--- config.mk ---
export PLATFORM = sky130hd
export DESIGN_NAME = km_modinv_flat
export DESIGN_NICKNAME = d
export VERILOG_FILES = /design/src/rtl/km_pkg.sv /design/src/rtl/km_modinv_if.sv /design/src/rtl/km_modmul.sv /design/src/rtl/km_modinv.sv /design/src/flat_wrapper.sv
export SDC_FILE = /design/constraint.sdc
export NUM_CORES = 1
export LEC_CHECK = 0
export CAP_MARGIN = 20
export CORE_MARGIN = 5
export CORE_UTILIZATION = 50
export DETAILED_ROUTE_END_ITERATION = 8
export GPL_TIMING_DRIVEN = 0
export PLACE_DENSITY = 0.66
export SLEW_MARGIN = 20
export SYNTH_ARGS = -nofsm -noshare
export SYNTH_HDL_FRONTEND = slang
export SYNTH_SLANG_ARGS = --single-unit
--- constraint.sdc ---
create_clock -name clk -period 22.8 [get_ports clk]
set_clock_uncertainty 0.15 [all_clocks]
set_input_delay 3.42 -clock clk [delete_from_list [all_inputs] [get_ports clk]]
set_output_delay 3.42 -clock clk [all_outputs]
set_load 0.1 [all_outputs]
--- src/rtl/km_pkg.sv ---
// Shared constants and FSM encoding for the Fermat modular-inverse unit.
package km_pkg;
    localparam int WORD_LEN = 14;
    localparam int Q        = 16381;
    localparam int LAT      = 2*WORD_LEN + 1;

    localparam logic [WORD_LEN-1:0] QW = WORD_LEN'(Q);
    localparam logic [WORD_LEN-1:0] E  = WORD_LEN'(Q - 2);

    typedef enum logic [1:0] {IDLE, SQR, MUL, DONE} state_e;
endpackage

--- src/rtl/km_modinv_if.sv ---
// Operand/result handshake bundle; master drives operands, slave computes.
interface km_modinv_if #(parameter int W = 14);
    logic         in_valid;
    logic         in_ready;
    logic [W-1:0] a;
    logic         out_valid;
    logic         out_ready;
    logic [W-1:0] inv;
    logic         err;

    modport master (output in_valid, a, out_ready,
                    input  in_ready, out_valid, inv, err);
    modport slave  (input  in_valid, a, out_ready,
                    output in_ready, out_valid, inv, err);
endinterface

--- src/rtl/km_modmul.sv ---
// Combinational modular multiplier: full-width product reduced mod MOD.
module km_modmul
    import km_pkg::*;
#(
    parameter int W   = WORD_LEN,
    parameter int MOD = Q
) (
    input  logic [W-1:0] x_i,
    input  logic [W-1:0] y_i,
    output logic [W-1:0] p_o
);
    localparam logic [2*W-1:0] MODW = (2*W)'(MOD);

    logic [2*W-1:0] prod;

    assign prod = x_i * y_i;
    assign p_o  = W'(prod % MODW);
endmodule

--- src/rtl/km_modinv.sv ---
// a^(Q-2) mod Q via left-to-right square-and-multiply on one shared multiplier.
module km_modinv
    import km_pkg::*;
(
    input  logic        clk,
    input  logic        rst,
    km_modinv_if.slave  io
);
    localparam int KW = $clog2(WORD_LEN);

    state_e              state_q, state_d;
    logic [WORD_LEN-1:0] acc_q, acc_d;
    logic [WORD_LEN-1:0] a_q, a_d;
    logic [KW-1:0]       k_q, k_d;
    logic                err_q, err_d;
    logic [WORD_LEN-1:0] mm_y, mm_p;

    // Squaring and multiply-by-operand share the multiplier; only the y leg muxes.
    assign mm_y = (state_q == SQR) ? acc_q : a_q;

    km_modmul #(.W(WORD_LEN), .MOD(Q)) u_mul (
        .x_i (acc_q),
        .y_i (mm_y),
        .p_o (mm_p)
    );

    always_ff @(posedge clk) begin
        if (rst) begin
            state_q <= IDLE;
            acc_q   <= '0;
            a_q     <= '0;
            k_q     <= '0;
            err_q   <= 1'b0;
        end else begin
            state_q <= state_d;
            acc_q   <= acc_d;
            a_q     <= a_d;
            k_q     <= k_d;
            err_q   <= err_d;
        end
    end

    always_comb begin
        state_d = state_q;
        acc_d   = acc_q;
        a_d     = a_q;
        k_d     = k_q;
        err_d   = err_q;
        unique case (state_q)
            IDLE: begin
                if (io.in_valid) begin
                    a_d   = io.a;
                    acc_d = WORD_LEN'(1);
                    k_d   = KW'(WORD_LEN - 1);
                    if (io.a == '0 || io.a >= QW) begin
                        err_d   = 1'b1;
                        state_d = DONE;
                    end else begin
                        state_d = SQR;
                    end
                end
            end
            SQR: begin
                acc_d   = mm_p;
                state_d = MUL;
            end
            MUL: begin
                // Cycle is spent even for a zero exponent bit to keep latency fixed.
                if (E[k_q]) acc_d = mm_p;
                if (k_q == '0) begin
                    state_d = DONE;
                end else begin
                    k_d     = k_q - KW'(1);
                    state_d = SQR;
                end
            end
            DONE: begin
                if (io.out_ready) begin
                    state_d = IDLE;
                    err_d   = 1'b0;
                end
            end
            default: state_d = IDLE;
        endcase
    end

    assign io.in_ready  = (state_q == IDLE);
    assign io.out_valid = (state_q == DONE);
    assign io.inv       = (state_q == DONE && !err_q) ? acc_q : '0;
    assign io.err       = err_q;
endmodule

--- src/flat_wrapper.sv ---
// flat-port wrapper written by rule: the top's interface ports become plain ports
module km_modinv_flat import km_pkg::*;
  (clk, rst, io_in_valid, io_a, io_out_ready, io_in_ready, io_out_valid, io_inv, io_err);
  km_modinv_if #(.W(WORD_LEN)) io_i ();
  input  logic clk;
  input  logic rst;
  input wire logic [$bits(io_i.in_valid)-1:0] io_in_valid;
  input wire logic [$bits(io_i.a)-1:0] io_a;
  input wire logic [$bits(io_i.out_ready)-1:0] io_out_ready;
  output wire logic [$bits(io_i.in_ready)-1:0] io_in_ready;
  output wire logic [$bits(io_i.out_valid)-1:0] io_out_valid;
  output wire logic [$bits(io_i.inv)-1:0] io_inv;
  output wire logic [$bits(io_i.err)-1:0] io_err;
  assign io_i.in_valid = io_in_valid;
  assign io_i.a = io_a;
  assign io_i.out_ready = io_out_ready;
  assign io_in_ready = io_i.in_ready;
  assign io_out_valid = io_i.out_valid;
  assign io_inv = io_i.inv;
  assign io_err = io_i.err;
  km_modinv u_core (.clk(clk), .rst(rst), .io(io_i));
endmodule
==> After elaboration in Yosys (flattened, before gate mapping) <==
Memories as Yosys holds them, arrays and structs flattened. A register that Yosys moved wholly into a read port is not among the register bits.
Cells that the tools add are included.
{ "classes": {"mul": 1, "n_addsub": 1, "order_cmp": 2, "n_eq_ne": 8, "mux": 20, "n_reduce_logical": 14, "div": 1} }
{ "ops": {"columns": ["op", "count"], "rows": [
  ["$mux W14", 4],
  ["$pmux W14 S3", 1],
  ["$mod A28 B14 Y28 const B", 1],
  ["$mul A14 B14 Y28", 1],
  ["$mux W4", 4],
  ["$ge A14 B14 Y1 const B", 1],
  ["$logic_not A14 Y1", 1],
  ["$mux W2", 4],
  ["$pmux W2 S4", 1],
  ["$pmux W4 S2", 1],
  ["$ne A2 B2 Y1 const B", 3],
  ["$reduce_and A3 Y1", 2],
  ["$lt A4 B5 Y1 const B", 1],
  ["$eq A2 B2 Y1 const B", 2],
  ["$logic_not A4 Y1", 1],
  ["$mux W1", 4],
  ["$ne A2 B1 Y1 const B", 2],
  ["$reduce_and A2 Y1", 2],
  ["$reduce_and A4 Y1", 1],
  ["$reduce_bool A2 Y1", 2],
  ["$sub A4 B1 Y4 const B", 1],
  ["$reduce_bool A3 Y1", 1],
  ["$eq A2 B1 Y1 const B", 1],
  ["$logic_not A2 Y1", 1],
  ["other kinds (4)", 4]
]} }
{ "totals": {"mem_bits_ro": 16, "input_bits": 18, "wordCells": 53, "mem_count": 1, "register_bits": 35} }
{ "mem_list": {"columns": ["name", "words", "word_bits", "read_ports", "rd_ports_with_merged_regs", "write_ports", "line", "rtl"], "rows": [
  ["(no name shown)", 16, 1, 1, 1, 0, "km_modinv.sv:69", "if (E[k_q]) acc_d = mm_p;"]
]} }

==> Longest topological paths before layout <==
{ "logic_depth": {"word_depth": 6, "mapped_depth": 86} }

==> Modules after synthesis <==
From an unflattened synthesis, not the netlist that was laid out.
{ "hier_totals": {"cells_unflattened": 2195, "area_unflattened_um2": 16410.7} }
{ "modules_own_cells": {"columns": ["mod", "cells_per_inst", "area_per_inst_um2", "n_inst"], "rows": [
  ["km_modmul", 1967, 14560.2, 1],
  ["km_modinv", 228, 1850.5, 1]
]} }

==> Worst setup path before layout <==
OpenSTA, ideal clock, no wires.
{ "synth_timing": {"path_kind": "flip-flop to flip-flop", "from": "register u_core.state_q[1]", "to": "register u_core.acc_q[13]", "path_stages_with_launch": 79, "required_ns": 22.523, "arrival_ns": 19.987, "period_less_slack_ns": 20.265, "path_slack_ns": 2.535, "path_cell_list": "dfxtp_1 > inv_1 > ha_1 > clkbuf_1 > clkbuf_1 > mux2i_1 > clkbuf_1 > nor2b_1 > fa_1 > inv_1 > fa_1 > inv_1 > fa_1 > fa_1 > fa_1 > inv_1 > fa_1 > inv_1 > (+43 left out) > buf_2 > a31oi_4 > a211oi_1 > or4b_1 > nor2_1 > o221a_2 > nand3_2 > o21a_4 > xnor2_1 > ha_1 > inv_1 > a21oi_1 > or4b_1 > o31a_1 > buf_6 > nor4_1 > xor2_1 > o21ai_1"} }
{ "synth_between": {"elab_chain_len": 6} }
{ "synth_rtl": {"columns": ["element", "line", "rtl"], "rows": [
  ["from (decl)", "km_modinv.sv:11", "state_e state_q, state_d;"],
  ["from (signal assigned)", "km_modinv.sv:35", "state_q <= state_d;"],
  ["$eq A2 B1 Y1", "km_modinv.sv:19, km_modinv.sv:49", null],
  ["$mux W14", "km_modinv.sv:19", "assign mm_y = (state_q == SQR) ? acc_q : a_q;"],
  ["$mul A14 B14 Y28", "km_modmul.sv:16", "assign prod = x_i * y_i;"],
  ["$mod A28 B14 Y28", "km_modmul.sv:17", "assign p_o = W'(prod % MODW);"],
  ["$mux W14", "km_modinv.sv:69", null],
  ["$pmux W14 S3", "km_modinv.sv:49", "unique case (state_q)"],
  ["to (signal assigned)", "km_modinv.sv:30", "acc_q <= '0;"],
  ["to (signal assigned)", "km_modinv.sv:36", "acc_q <= acc_d;"],
  ["to (decl)", "km_modinv.sv:12", "logic [WORD_LEN-1:0] acc_q, acc_d;"]
]} }
Parallel ways exist; a longest one is shown, timed or not. The select of a mux whose other input is x is not followed.
A chain may end at the register's enable or synchronous reset.

==> Worst setup path after layout <==
Ends and elaborated chain as after synthesis.

==> results.md <==
* Skew-Pair Late Insertion Delay at roughly 0.29 ns
* Cells after synthesis at around 2,200
* Hold Path Stages at 2
* Fin Hold WS at approximately 0.33 ns
* Reg-to-Reg Start: u_core.state_q[1]
* Share of layout cells above drive strength 1 at a little under an eighth
* Ranking of synthesized cells by area: fa_1, ha_1, nand2_1
* Area delta synth->final at 11.1%
* Setup CP Type: reg2reg
* FF-to-FF End: u_core.acc_q[13]
* Worst-path clk slew at roughly 0.05 ns
* Avg Vias per Cell at between 6 and 7
* Post-synth EDFFs at 0
* Tmin final at 21.83 ns
* Count of state elements after synthesis at 36
* HP Start: u_core.a_q[6]
* CORE AREA at approximately 32,000 um2
* Netlist cell types at 116
* DR iter-0 viols at ~1,500
* Routed WL at around 50,000 um
* Initial antenna violation count at 1
* Outcome: completed
* Pwr Total at roughly 1400 uW
* Sequential share of power at around 7.8%
* CP Capture Type: flop
* DR vias at roughly 17,000
* I/O Pins at 35
* Synth area leader: fa_1
* IO buf count at 34
* LEAKAGE at 0.00754 uW
* Gr usage total at a little over a quarter
* Hold buffer count at cts at 0
* Placed instance count at around 2,700
* Synth Flop Type: dfxtp_1
* Power Dens Cells at around 75 nW/um2
* R2R Setup Slk at roughly 1 ns
* Max Slew Vio Count at 0
* Hold EP: u_core.a_q[6]
* Rows at 66
* Global-route wire length before repair at just over 80,000 um
* Post-DP HPWL at around 41,000 um
* CTS tree: built
* Starting Density at about half
* Post-synthesis sequential area ratio at 4.41%
* Min-Delay Path Class: reg2reg
* Clock tree sinks at 36
* Most common library cells after synthesis: nand2_1, inv_1, nor2_1
* Root Buffer: clkbuf_16
* Most repeated library cell on the critical path: fa_1
* Worst r2r path cells at 79
* Nets@finish at between 2,000 and 3,000
* Final cell area excluding filler cells at between 15,000 and 20,000 um2
* Post-synth top area share at approximately 17%
* Peak supply drop at 98.9 uV
* Antenna Nets Post-Route at 0
* Number of global-route vias before repair at around 16,000
* Comb pwr share at between 80 and 90%
* CTS Buffer Depth at 2
* Psw at 830 uW
* Critical Path Start Type: flop
* WP data required at 22.81 ns
* Slew HR at between 30% and 40%
* Largest net degree at the start of global routing at 14
* Slowest cell on the critical path: or4_1
* Antenna cells at 0
* DRC Markers at 0
* Pre-antenna DRT Iters at 6
* H-Tree Depth at 2
* Height of the die at approximately 190 um
* Fmax at 45.8 MHz
* Most frequent cell after synthesis: nand2_1
* Max-cap violations at 0
* Post-Layout Cell Count at between 2,000 and 3,000
* GP Congestion at 0.938
* DIE AREA at between 30,000 and 40,000 um2
* DP Area at roughly 17,000 um2
* Largest incremental delay on the critical path at about 0.58 ns
* Int Power at about 530 uW
* Least-Margin Pin Slew at roughly 1.0 ns
* Async set-reset flop share out of synthesis at 0%
* Final setup viols at 0
* Num CTS Buffers at 5
* Critical Path Fanout Max at 10
* Clock network fraction of total power at under 10%
* Mean Syn Cell Area at about 7.4 um2
* Final hold vios at 0
* YS warnings at 0
* CP arrival at between 20 and 25 ns
* Syn_nets at approximately 2,500
* Routed length per placed instance at about 19 um
* Net Sw Frac at 61.0%
* GRT overflow at 0
* Final period util at 95.7%
* Mapped cell area at around 16,000 um2
* Chip width at around 190 um
[kinds of logic (layout without fill, tap and decap cells)]
family                   Yosys count  after routing  synth area share (%)
AND/OR/NAND/NOR                  917            917                  29.4
AO/OA/AOI/OAI                    590            590                  25.9
multiplexers                      44             44                  2.93
flip-flops                        36             36                  4.41
XOR/XNOR                          97             97                  5.38
buffers and inverters            284            343                  7.03
adder cells (fa/ha/maj)          242            242                  25.0
[critical path: cells and delay by family (launching register included)]
family                     cells  cell delay, ns
AOI/OAI and AO/OA             23            6.39
xor gates and xnor gates       5            1.22
adders and majority gates      9            3.81
buffers and inverters         18            2.85
DFF                            1            0.34
muxes                          2            0.72
and+or+nand+nor               22            6.11
[cells in the final DEF, fill, tap and decap left out, types with 34 or more instances in the layout]
cell type,count
nand2_1,248
inv_1,190
nor2_1,152
fa_1,141
and2_1,107
a21oi_1,106
ha_1,99
o21ai_0,74
nor3_1,63
nand3_1,62
xnor2_1,54
clkbuf_1,49
nor2b_1,42
dfxtp_1,36
clkdlybuf4s50_1,34
[what timing repair did]
| item | 4_1_cts | 5_1_grt |
|---|---|---|
| pin swaps | 0 | 16 |
| setup buffers | 0 | 19 |
| setup endpoints to repair | 14 | 14 |
| gates resized for setup | 30 | 98 |
[metrics by stage]
step / util (%) / TNS, ns / setup slack (ns)
after floorplan: - / 0 / 2.54
after global placement: 53.1 / -13.08 / -1.18
after detailed placement: 53.1 / -15.01 / -1.32
after CTS: 54.1 / 0 / 0.0123
after global routing: 56.0 / -0.175 / -0.0955
final: 56.0 / 0 / 0.974
[worst max path at each step]
stage | depth (start not counted) | to | slack (ns) | startpoint
floorplan | 78 | u_core.acc_q[13] | 2.54 | u_core.state_q[1]
global placement | 75 | u_core.acc_q[13] | -1.18 | u_core.state_q[1]
detailed placement | 76 | u_core.acc_q[13] | -1.32 | u_core.state_q[1]
CTS | 77 | u_core.acc_q[13] | 0.01 | u_core.state_q[1]
global route | 79 | u_core.acc_q[13] | -0.1 | u_core.state_q[1]
finish | 79 | u_core.acc_q[13] | 0.97 | u_core.state_q[1]
[routing by layer]
metal / global-route usage [%] / vias up / wire length, um
met5: 0.549 / - / 27
met4: 6.02 / 2 / 1200
met3: 4.05 / 97 / 3070
met2: 44.4 / 575 / 23700
met1: 37.7 / 8317 / 23200
li1: - / 8091 / -
[state kept, by name, indices dropped and copies added (netlist names), named ones only]
| register | flops |
|---|---|
| u_core.a_q | 14 |
| u_core.acc_q | 14 |
| u_core.k_q | 4 |
| u_core.state_q | 2 |
| u_core.io.err | 1 |
[cell type report]
type	instances	area (um2)
buffer	92	453
tap	442	553
sequential	36	721
fill	3168	14300
inverter	190	713
timing repair buffer	53	483
clock inverter	2	35.0
multi-input combinational	1890	15100
clock buffer	6	129
[power groups by stage]
stage	clock, uW	combinational (uW)	sequential [uW]
6_report	78.1	1180	106
3_3_place_gp	0	1070	104
4_1_cts	78.7	1110	104
3_5_place_dp	0	1090	104
5_1_grt	81.3	1290	107
2_1_floorplan	0	831	97.4
Power figures use the tool's default switching activity.
